===== config.mk =====
export PLATFORM = sky130hd
export DESIGN_NAME = i2c_responder
export DESIGN_NICKNAME = d
export VERILOG_FILES = /design/src/rtl/i2c_responder.sv
export SDC_FILE = /design/constraint.sdc
export NUM_CORES = 1
export LEC_CHECK = 0
export CAP_MARGIN = 20
export CELL_PAD_IN_SITES_DETAIL_PLACEMENT = 1
export CELL_PAD_IN_SITES_GLOBAL_PLACEMENT = 2
export CORE_ASPECT_RATIO = 0.75
export CORE_UTILIZATION = 30
export DETAILED_ROUTE_END_ITERATION = 6
export PLACE_DENSITY = 0.71
export SYNTH_ARGS = -nofsm -noshare
export SYNTH_HDL_FRONTEND = slang
export SYNTH_SLANG_ARGS = --single-unit

===== constraint.sdc =====
create_clock -name clk -period 3.7 [get_ports clk]
set_input_delay 0.74 -clock clk [delete_from_list [all_inputs] [get_ports clk]]
set_output_delay 0.74 -clock clk [all_outputs]
set_load 0.01 [all_outputs]

===== src/rtl/i2c_responder.sv =====
// I2C target answering 24-bit configuration writes (address + two data bytes) and
// supplying a 2-byte read-back; SCL/SDA are oversampled on clk.
module i2c_responder #(
    parameter logic [6:0] DEVICE_ADDR = 7'h1A
) (
    input  logic        clk,
    input  logic        reset_n,
    input  logic        scl_in,
    input  logic        sda_in,
    output logic        sda_oe,
    input  logic [15:0] tx_data,
    output logic [15:0] rx_data,
    output logic        rx_valid,
    output logic        busy
);

    typedef enum logic [3:0] {
        ST_IDLE,
        ST_ADDR,
        ST_ADDR_ACK,
        ST_WR_BYTE,
        ST_WR_ACK,
        ST_WR_DONE,
        ST_RD_BYTE,
        ST_RD_ACK,
        ST_IGNORE
    } state_t;

    logic [1:0] scl_sync_q, sda_sync_q;
    logic       scl_prev_q, sda_prev_q;

    // NOTE: state uses non-blocking assignments under an async active-low reset so
    // that every flop samples the pre-edge values of its neighbours.
    always_ff @(posedge clk or negedge reset_n) begin
        if (!reset_n) begin
            scl_sync_q <= 2'b11;
            sda_sync_q <= 2'b11;
            scl_prev_q <= 1'b1;
            sda_prev_q <= 1'b1;
        end else begin
            scl_sync_q <= {scl_sync_q[0], scl_in};
            sda_sync_q <= {sda_sync_q[0], sda_in};
            scl_prev_q <= scl_sync_q[1];
            sda_prev_q <= sda_sync_q[1];
        end
    end

    logic scl, sda, scl_rise, scl_fall, start_cond, stop_cond;
    assign scl        = scl_sync_q[1];
    assign sda        = sda_sync_q[1];
    assign scl_rise   = scl & ~scl_prev_q;
    assign scl_fall   = ~scl & scl_prev_q;
    // SCL must be high on both samples so an SDA change alongside an SCL edge is a data bit.
    assign start_cond = scl & scl_prev_q & sda_prev_q & ~sda;
    assign stop_cond  = scl & scl_prev_q & ~sda_prev_q & sda;

    state_t      state_q, state_d;
    logic [3:0]  bit_cnt_q, bit_cnt_d;
    logic [15:0] shift_q, shift_d;
    logic        byte_idx_q, byte_idx_d;
    logic        sda_oe_q, sda_oe_d;
    logic [15:0] rx_data_q, rx_data_d;
    logic        rx_valid_q, rx_valid_d;

    // NOTE: every signal gets its hold value first, so no path through the case infers a latch.
    always_comb begin
        state_d    = state_q;
        bit_cnt_d  = bit_cnt_q;
        shift_d    = shift_q;
        byte_idx_d = byte_idx_q;
        sda_oe_d   = sda_oe_q;
        rx_data_d  = rx_data_q;
        rx_valid_d = 1'b0;

        if (start_cond) begin
            state_d    = ST_ADDR;
            bit_cnt_d  = 4'd0;
            byte_idx_d = 1'b0;
            sda_oe_d   = 1'b0;
        end else if (stop_cond) begin
            state_d  = ST_IDLE;
            sda_oe_d = 1'b0;
        end else begin
            unique case (state_q)
                ST_ADDR, ST_WR_BYTE: begin
                    if (scl_rise) begin
                        shift_d   = {shift_q[14:0], sda};
                        bit_cnt_d = bit_cnt_q + 4'd1;
                    end else if (scl_fall && bit_cnt_q == 4'd8) begin
                        if (state_q == ST_WR_BYTE) begin
                            state_d  = ST_WR_ACK;
                            sda_oe_d = 1'b1;
                        end else if (shift_q[7:1] == DEVICE_ADDR) begin
                            state_d  = ST_ADDR_ACK;
                            sda_oe_d = 1'b1;
                        end else begin
                            state_d = ST_IGNORE;
                        end
                    end
                end
                ST_ADDR_ACK: begin
                    // Reads leave on the ACK's rising edge so the falling edge ending it drives bit 7.
                    if (scl_rise && shift_q[0]) begin
                        shift_d   = tx_data;
                        bit_cnt_d = 4'd0;
                        state_d   = ST_RD_BYTE;
                    end else if (scl_fall) begin
                        sda_oe_d  = 1'b0;
                        bit_cnt_d = 4'd0;
                        state_d   = ST_WR_BYTE;
                    end
                end
                ST_WR_ACK: begin
                    if (scl_fall) begin
                        sda_oe_d  = 1'b0;
                        bit_cnt_d = 4'd0;
                        if (byte_idx_q) begin
                            rx_data_d  = shift_q;
                            rx_valid_d = 1'b1;
                            state_d    = ST_WR_DONE;
                        end else begin
                            byte_idx_d = 1'b1;
                            state_d    = ST_WR_BYTE;
                        end
                    end
                end
                ST_RD_BYTE: begin
                    if (scl_fall) begin
                        if (bit_cnt_q == 4'd8) begin
                            sda_oe_d  = 1'b0;
                            bit_cnt_d = 4'd0;
                            state_d   = ST_RD_ACK;
                        end else begin
                            sda_oe_d  = ~shift_q[15];
                            shift_d   = {shift_q[14:0], 1'b0};
                            bit_cnt_d = bit_cnt_q + 4'd1;
                        end
                    end
                end
                ST_RD_ACK: begin
                    if (scl_rise) begin
                        if (!sda && !byte_idx_q) begin
                            byte_idx_d = 1'b1;
                            bit_cnt_d  = 4'd0;
                            state_d    = ST_RD_BYTE;
                        end else begin
                            state_d = ST_IGNORE;
                        end
                    end
                end
                default: ;
            endcase
        end
    end

    always_ff @(posedge clk or negedge reset_n) begin
        if (!reset_n) begin
            state_q    <= ST_IDLE;
            bit_cnt_q  <= 4'd0;
            shift_q    <= 16'h0000;
            byte_idx_q <= 1'b0;
            sda_oe_q   <= 1'b0;
            rx_data_q  <= 16'h0000;
            rx_valid_q <= 1'b0;
        end else begin
            state_q    <= state_d;
            bit_cnt_q  <= bit_cnt_d;
            shift_q    <= shift_d;
            byte_idx_q <= byte_idx_d;
            sda_oe_q   <= sda_oe_d;
            rx_data_q  <= rx_data_d;
            rx_valid_q <= rx_valid_d;
        end
    end

    assign sda_oe   = sda_oe_q;
    assign rx_data  = rx_data_q;
    assign rx_valid = rx_valid_q;
    assign busy     = (state_q == ST_ADDR_ACK) || (state_q == ST_WR_BYTE) ||
                      (state_q == ST_WR_ACK)   || (state_q == ST_WR_DONE) ||
                      (state_q == ST_RD_BYTE)  || (state_q == ST_RD_ACK);

endmodule


# Word-level counts from Yosys, hierarchy flattened
# Index checks and enable logic that the tools add are counted.
word_totals:
  reg_bits: 49
  in_bits: 20
  out_inout_bits: 19
  wordCells: 128
classes:
  addsub: 1
  eq_ne: 28
  mux: 52
  bitwise: 14
  reduce_logical: 22
op_table:
  columns: ["cell", "n"]
  rows:
  - ["4-bit 2-to-1 mux", 22]
  - ["16-bit 2-to-1 mux", 4]
  - ["16-bit case mux with 3 select lines", 1]
  - ["4-bit case mux with 5 select lines", 2]
  - ["4-bit != test (second input constant)", 7]
  - ["1-bit 2-to-1 mux", 20]
  - ["4-bit by 3-bit equality test with 1-bit output (second input constant)", 4]
  - ["3-bit != test (second input constant)", 5]
  - ["6-bit AND reduction", 2]
  - ["6-bit nonzero test", 2]
  - ["2-bit != test (second input constant)", 5]
  - ["5-bit != test (second input constant)", 2]
  - ["5-bit AND reduction", 2]
  - ["4-bit by 2-bit equality test with 1-bit output (second input constant)", 2]
  - ["8-bit AND reduction", 1]
  - ["1-bit bitwise AND", 7]
  - ["7-bit by 5-bit equality test with 1-bit output (second input constant)", 1]
  - ["1-bit NOT", 7]
  - ["7-bit AND reduction", 1]
  - ["7-bit nonzero test", 1]
  - ["3-bit nonzero test", 2]
  - ["1-bit logical OR", 5]
  - ["4-bit by 1-bit adder with 4-bit output (second input constant)", 1]
  - ["4-bit by 1-bit equality test with 1-bit output (second input constant)", 1]
  - ["other kinds (7)", 10]

# Logic depth before layout (Yosys ltp)
# Gate-level depths: netlist of the first run.
logic_depth:
  depth_word: 8
  ltp_mapped: 8
  mapped_depth_nobuf: 7

# Least setup slack after synthesis of the first run
# OpenSTA, ideal clock, no wires.
synth_path:
  path_kind: "register to register"
  start: "reg bit_cnt_q[0]"
  end: "reg shift_q[0]"
  setup_time_ns: 0.125
  t_arrival_ns: 2.006
  t_required_ns: 3.575
  slack_ns: 1.569
  stages_incl_launch_ff: 9
  n_path_buf: 1
  synth_period_minus_slack_ns: 2.131
  path_cell_list: "dfrtp_1 -> inv_1 -> ha_1 -> and3b_4 -> o21ai_1 -> o21ai_1 -> a2111oi_4 -> buf_6 -> mux2_4"
synth_between:
  elab_chain_cells: 3
synth_rtl:
  columns: ["item", "line_no", "rtl"]
  rows:
  - ["start: declaration", "58", "logic [3:0] bit_cnt_q, bit_cnt_d;"]
  - ["start signal: assignment", "167", "bit_cnt_q <= bit_cnt_d;"]
  - ["4-bit equality test", "129", "if (bit_cnt_q == 4'd8) begin"]
  - ["2-bit != test (no source line)", null, null]
  - ["7-bit AND reduction (no source line)", null, null]
  - ["end signal: assignment", "168", "shift_q <= shift_d;"]
  - ["end: declaration", "59", "logic [15:0] shift_q, shift_d;"]
# Every way passes these cells.
# A chain may end at the register's enable or synchronous reset.

# Final worst setup path of the first run
layout_path:
  start: "reg state_q[2]"
  end: "out busy"
layout_between:
  elab_chain_cells: 6
  elab_cells_between_ends: 11
  cone_classes: "6 x eq/ne; 5 x reduce/logical"
layout_rtl:
  columns: ["item", "line_no", "rtl"]
  rows:
  - ["start: declaration", "57", "state_t state_q, state_d;"]
  - ["start signal: assignment", "166", "state_q <= state_d;"]
  - ["4-bit by 2-bit equality test with 1-bit output", "179", "assign busy = (state_q == ST_ADDR_ACK) || (state_q == ST_WR_BYTE) ||"]
  - ["1-bit logical OR (2 in series)", "179", null]
  - ["1-bit logical OR (2 in series)", "180", "(state_q == ST_WR_ACK) || (state_q == ST_WR_DONE) ||"]
  - ["1-bit logical OR *", "181", "(state_q == ST_RD_BYTE) || (state_q == ST_RD_ACK);"]
  - ["end: declaration", "14", "output logic busy"]
# Mark *: on every way between the ends. The rest lies on a longest branch, timed or not.

==> metrics.csv, run 1 <==
metric;value;unit
outcome;finished, final reports clean;
reg2reg_slack;1.08;ns
detailedPlace.worstSlack;1.068;ns
layoutNonFillerInstCount;368;
cts_max_path_buffers;2;
grt_first_pass_wirelength;10650;um
die_x;111.6;um
antenna_found_initial;0;
syn-instance-count;221;
met3_usage;3.177;%
fillers;910;
critPathMaxFanout;19;
syn_avg_cell_area;12.22;um^2
place_hpwl;4592;um
ys_seq_elements;49;
row_count;29;
htreeDepth;2;
skew;0.007514;ns
die_h;84.18;um
slowest_stage;dfrtp_1;
root_buffer;clkbuf_16;
viasPerCell;5.193;
tns;0;ns
drt_wl_total;6314;um
grt_start_max_net_pins;42;
crit_top_cell;nor2_1;
drt-initial-drc-count;79;
finalHoldViolCount;0;
gr-total-overflow;0;
cp-end-kind;output pin;
place.gp.congestion;0.7925;
cpPeakStageDelay;0.73;ns
worstPathCellList;nor2_1 -> nor2_1 -> clkdlybuf4s50_1;
start_util;31.41;%
multiInputGateArea;1344;um^2
timing.fmax;381.2;MHz
wire_per_inst;17.16;um
ys_warn_count;0;
io_buffer_count;38;
first_pass_iters;4;
pin_count;39;
syn_nets;243;
path_class;reg -> out;
fp.dieArea;9392;um^2
layout_min_cycle_time;2.624;ns
core-area;8600;um^2
dpl-instance-area;3148;um^2
p_leak;1.406;nW
grt_pass1_vias;1978;
ys_types;59;
yosysSeqAreaShare;45.67;%
drcViolationCount;0;
clk_pin_slew;0.07;ns
busiest_layer;met1;
setup_violations;0;
post_cts_resized;0;
cts_num_sinks;49;
slew_viol_final;0;
final.setup.worst_slack;1.076;ns
cts_buffers;5;
power_density;641.4;nW/um^2
seq_area;1234;um^2
drtAntennaViolNets;0;
drive_above_1_share;30.38;%
holdPathStages;0;
cts_tree;built;
grt_use_met2;20.74;%
rsz0062_at_grt;false;
cp-start-kind;flip-flop;
irDropWorstVdd;0.0002267;V
area_growth;22.19;%
finalNetCount;281;
use_met1;22.28;%
dp_cells;360;
worstPathRequired;2.96;ns
synth-edff-count;0;
finalCritPeriodShare;70.91;%
vias;1911;
ys.flop_type;dfrtp_1;
p_total;2.117;mW
reg2regPathDepth;6;
maxSlewHeadroom;35.98;%
worst_pin_slew;0.9604;ns
grt_usage;14.33;%
design_area;3301;um^2
synthesis.area;2701;um^2
clock_latency;0.28;ns
maxCapViolations;0;
min_path_type;reg -> reg;
async_flop_share;100.0;%
cts_hold_buf;0;
cp.arrival;1.88;ns
antenna_cells;0;
post_cts_buffers;0;
==> metal layers <==
metal | vias up | routed length [um]
met4 | 0 | 0
met5 | - | 0
met1 | 975 | 3335
met3 | 0 | 205
li1 | 903 | -
met2 | 33 | 2772
==> power by group <==
| group | total, mW | internal, mW | switching [mW] | leakage (nW) |
|---|---|---|---|---|
| registers | 0.878 | 0.667 | 0.212 | 0.636 |
| logic | 0.772 | 0.418 | 0.354 | 0.693 |
| clock network | 0.466 | 0.269 | 0.197 | 0.0768 |
| total | 2.12 | 1.35 | 0.763 | 1.41 |
==> worst max-delay path, delay by kind of cell, from the launching register on <==
family	cells	cell delay [ns]
flip-flops	1	0.73
buffers and inverters	1	0.56
AND/OR/NAND/NOR	2	0.31
==> logic make-up (layout without fill, tap and decap cells) <==
group	after synthesis	in the layout	synth area share (%)
AND/OR/NAND/NOR	51	51	12.14
multiplexers	47	47	20.98
AO/OA/AOI/OAI	53	53	15.10
buffers and inverters	18	57	4.585
flip-flops	49	49	45.67
adder cells (fa/ha/maj)	2	2	0.9262
XOR/XNOR	1	1	0.6023
==> area by class of cell <==
class / instances / area share, %
Multi-Input combinational cell: 154 / 40.71
Inverter: 6 / 0.6823
Sequential cell: 49 / 37.38
Timing Repair Buffer: 43 / 12.51
Clock inverter: 2 / 0.4170
Clock buffer: 6 / 4.208
Tap cell: 108 / 4.094
==> Yosys cell counts, types with 4 or more instances <==
master,number,area share [%]
a21oi_1,8,1.5
mux2_4,10,5.6
nor2b_1,6,1.4
a31oi_1,6,1.4
nor2_1,10,1.4
o21ai_0,7,1.3
nand2_1,10,1.4
nor3_1,4,0.74
dfstp_2,6,5.8
buf_6,5,2.1
mux2_2,36,15
inv_1,5,0.69
dfrtp_1,43,40
==> placed cells by master (no fill, tap or decap), types with 2 or more instances in the layout <==
master,count
clkdlybuf4s50_1,37
o21ai_0,7
a2111oi_0,2
clkbuf_16,5
and2b_1,2
o21ai_1,3
a31oi_1,6
o211a_1,2
mux2_4,10
dfstp_2,6
nand3b_1,3
a311oi_1,3
nand2_1,10
nor3_1,4
buf_4,5
o211ai_1,2
and3b_1,3
nor2_1,10
dfrtp_1,43
mux2_2,36
nor2b_1,6
ha_1,2
a21oi_1,8
nand2b_1,3
a211o_1,2
inv_1,5
==> path summary, 6_finish.rpt <==
kind | startpoint | to
worst max-delay path | state_q[2] | busy
worst min-delay path | scl_sync_q[0] | scl_sync_q[1]
worst max register to register | state_q[2] | shift_q[15]
worst min register to register | scl_sync_q[0] | scl_sync_q[1]
max in group asynchronous | reset_n | scl_sync_q[0]
min in group asynchronous | reset_n | bit_cnt_q[3]
==> flip-flops by register name (all words and copies together), names as in the netlist <==
name,count
rx_valid,1
scl_sync_q,2
shift_q,16
sda_oe,1
byte_idx_q,1
sda_prev_q,1
scl_prev_q,1
bit_cnt_q,4
sda_sync_q,2
rx_data,16
state_q,4
==> through the flow <==
step	utilization [%]	hold WS, ns
after floorplan	-	0.3452
after global placement	36.61	0.3477
after detailed placement	36.61	0.3496
after CTS	38.38	0.3594
after global routing	38.38	0.3629
final	38.38	0.3571
Power figures use the tool's default switching activity.
==> run 2: changes to the inputs <==
- PLACE_DENSITY: 0.71 -> 0.74
- clock period: 3.7 -> 2.2 ns (I/O delays scaled with it)
==> run 2 against run 1 <==
  * The flow now finishes with violations (design-rule violations)
  * Worst hold slack got worse by 0.22 ns
  * Setup slack worse by 0.97 ns
  * Cell area rose by 5.3%
  * Largest cell class unchanged
  * Register-to-register slack lost 0.97 ns
==> metrics.csv, run 2 (synthesized netlist as in run 1, its figures left out) <==
metric;value;unit
reg2reg_slack;0.11;ns
layoutNonFillerInstCount;389;
io_buffer_count;38;
antenna_cells;0;
worstPathRequired;2.38;ns
cts_buffers;5;
slew_viol_final;0;
grt_usage;15.77;%
finalCritPeriodShare;95.11;%
final_cell_mix;dfrtp_1 (42), clkdlybuf4s50_1 (37), mux2_2 (36), buf_4 (25);
drcViolationCount;1;
start_util;31.41;%
min_path_type;in -> async;
rsz0062_at_grt;false;
clock_latency;0.29;ns
wire_per_inst;17.78;um
power_density;1097;nW/um^2
drt-initial-drc-count;101;
detailedPlace.worstSlack;0.07077;ns
dp_cells;381;
failed_checks;design-rule violations;
viasPerCell;5.131;
maxCapViolations;0;
core-area;8600;um^2
p_leak;1.509;nW
final.setup.worst_slack;0.1076;ns
layout.cells.most_common;dfrtp_1;
cts_tree;built;
r2r-start;bit_cnt_q[1];
row_count;29;
gr-total-overflow;0;
area_growth;28.67;%
skew;0.005633;ns
pin_count;39;
layout_min_cycle_time;2.092;ns
place.gp.congestion;0.7917;
antenna_found_initial;0;
drtAntennaViolNets;0;
finalHoldViolCount;0;
clk_pin_slew;0.07;ns
reg2regPathDepth;8;
crit_top_cell;o21ai_1;
die_x;111.6;um
grt_pass1_vias;2180;
cts_num_sinks;49;
fp.dieArea;9392;um^2
critPathMaxFanout;8;
vias;1996;
cts_max_path_buffers;2;
cpPeakStageDelay;0.37;ns
finalNetCount;302;
die_h;84.18;um
grt_start_max_net_pins;27;
r2r-end;shift_q[15];
worstPathCellList;inv_1 -> ha_1 -> and3b_4 -> o21ai_1 -> o21ai_1 -> a2111oi_4 -> buf_4 -> mux2_2;
first_pass_iters;7;
htreeDepth;2;
cp-end-kind;flip-flop;
grt_first_pass_wirelength;11690;um
timing.fmax;477.9;MHz
tns;0;ns
root_buffer;clkbuf_16;
drt_wl_total;6917;um
path_class;reg -> reg;
setup_violations;0;
worst_pin_slew;0.5182;ns
cp.arrival;2.27;ns
cp-start-kind;flip-flop;
maxSlewHeadroom;64.56;%
outcome;finished with violations;
drive_above_1_share;35.94;%
place_hpwl;5293;um
irDropWorstVdd;0.0003714;V
slowest_stage;dfrtp_1;
==> run 2: cell count changes in the layout (fill, tap and decap cells not counted) <==
cell	previous run	this run
buf_4	5	25
a2111oi_0	2	1
a2111oi_1	0	1
buf_12	0	1
clkinv_2	1	0
clkinv_4	1	0
clkinvlp_4	0	1
dfrtp_1	43	42
dfrtp_2	0	1
inv_6	0	1
==> run 2: area by class of cell <==
| class | instances | area [um^2] |
|---|---|---|
| clock buffer | 6 | 138.9 |
| clock inverter | 2 | 16.27 |
| fill | 916 | 5124 |
| inverter | 6 | 22.52 |
| multi-input combinational | 154 | 1345 |
| sequential | 49 | 1235 |
| tap | 108 | 135.1 |
| timing repair buffer | 64 | 583.1 |
==> run 2: stage by stage <==
step / hold WS (ns) / cell area, um^2 / power (mW) / util, %
CTS: 0.1554 / 3473 / 3.833 / 40.39
global placement: 0.3474 / 3318 / 2.957 / 38.59
detailed placement: 0.3484 / 3318 / 2.999 / 38.59
global route: 0.1762 / 3476 / 4.052 / 40.42
finish: 0.1383 / 3476 / 3.812 / 40.42
floorplan: 0.1444 / 2701 / 2.463 / -
==> run 2: worst max path at each step <==
stage	from	end	slack [ns]
CTS	state_q[0]	shift_q[3]	0.06
detailed placement	state_q[0]	shift_q[3]	0.07
floorplan	bit_cnt_q[0]	shift_q[0]	0.07
global placement	state_q[0]	shift_q[4]	0.08
global route	bit_cnt_q[1]	shift_q[15]	0.009
finish	bit_cnt_q[1]	shift_q[15]	0.11
==> run 2: what timing repair did <==
item,in CTS,in global routing
hold endpoints to repair,0,0
resized for setup,0,2
setup endpoints to repair,0,12
setup buffers,0,0
hold buffers,0,0
==> run 2: metal layers <==
metal | up-vias | wire length (um) | share of wire, % | GRT usage [%]
met2 | 51 | 2993 | 43 | 23.75
met1 | 1002 | 3632 | 53 | 23.72
met5 | - | 0 | 0 | 0
li1 | 941 | - | - | -
met3 | 2 | 278 | 4.0 | 3.466
met4 | 0 | 13 | 0.19 | 1.843
==> run 2: where the power goes <==
group	internal [mW]	total, mW	switching [mW]
registers	1.13	1.38	0.255
logic	0.859	1.61	0.754
clock network	0.458	0.819	0.361
total	2.44	3.81	1.37
==> run 2: critical path: cells and delay by family (launching register included) <==
family | cells | cell delay [ns]
mux | 1 | 0.35
simple gates | 1 | 0.21
flops | 1 | 0.37
buf+inv | 2 | 0.32
fa+ha+maj | 1 | 0.19
compound gates | 3 | 0.53
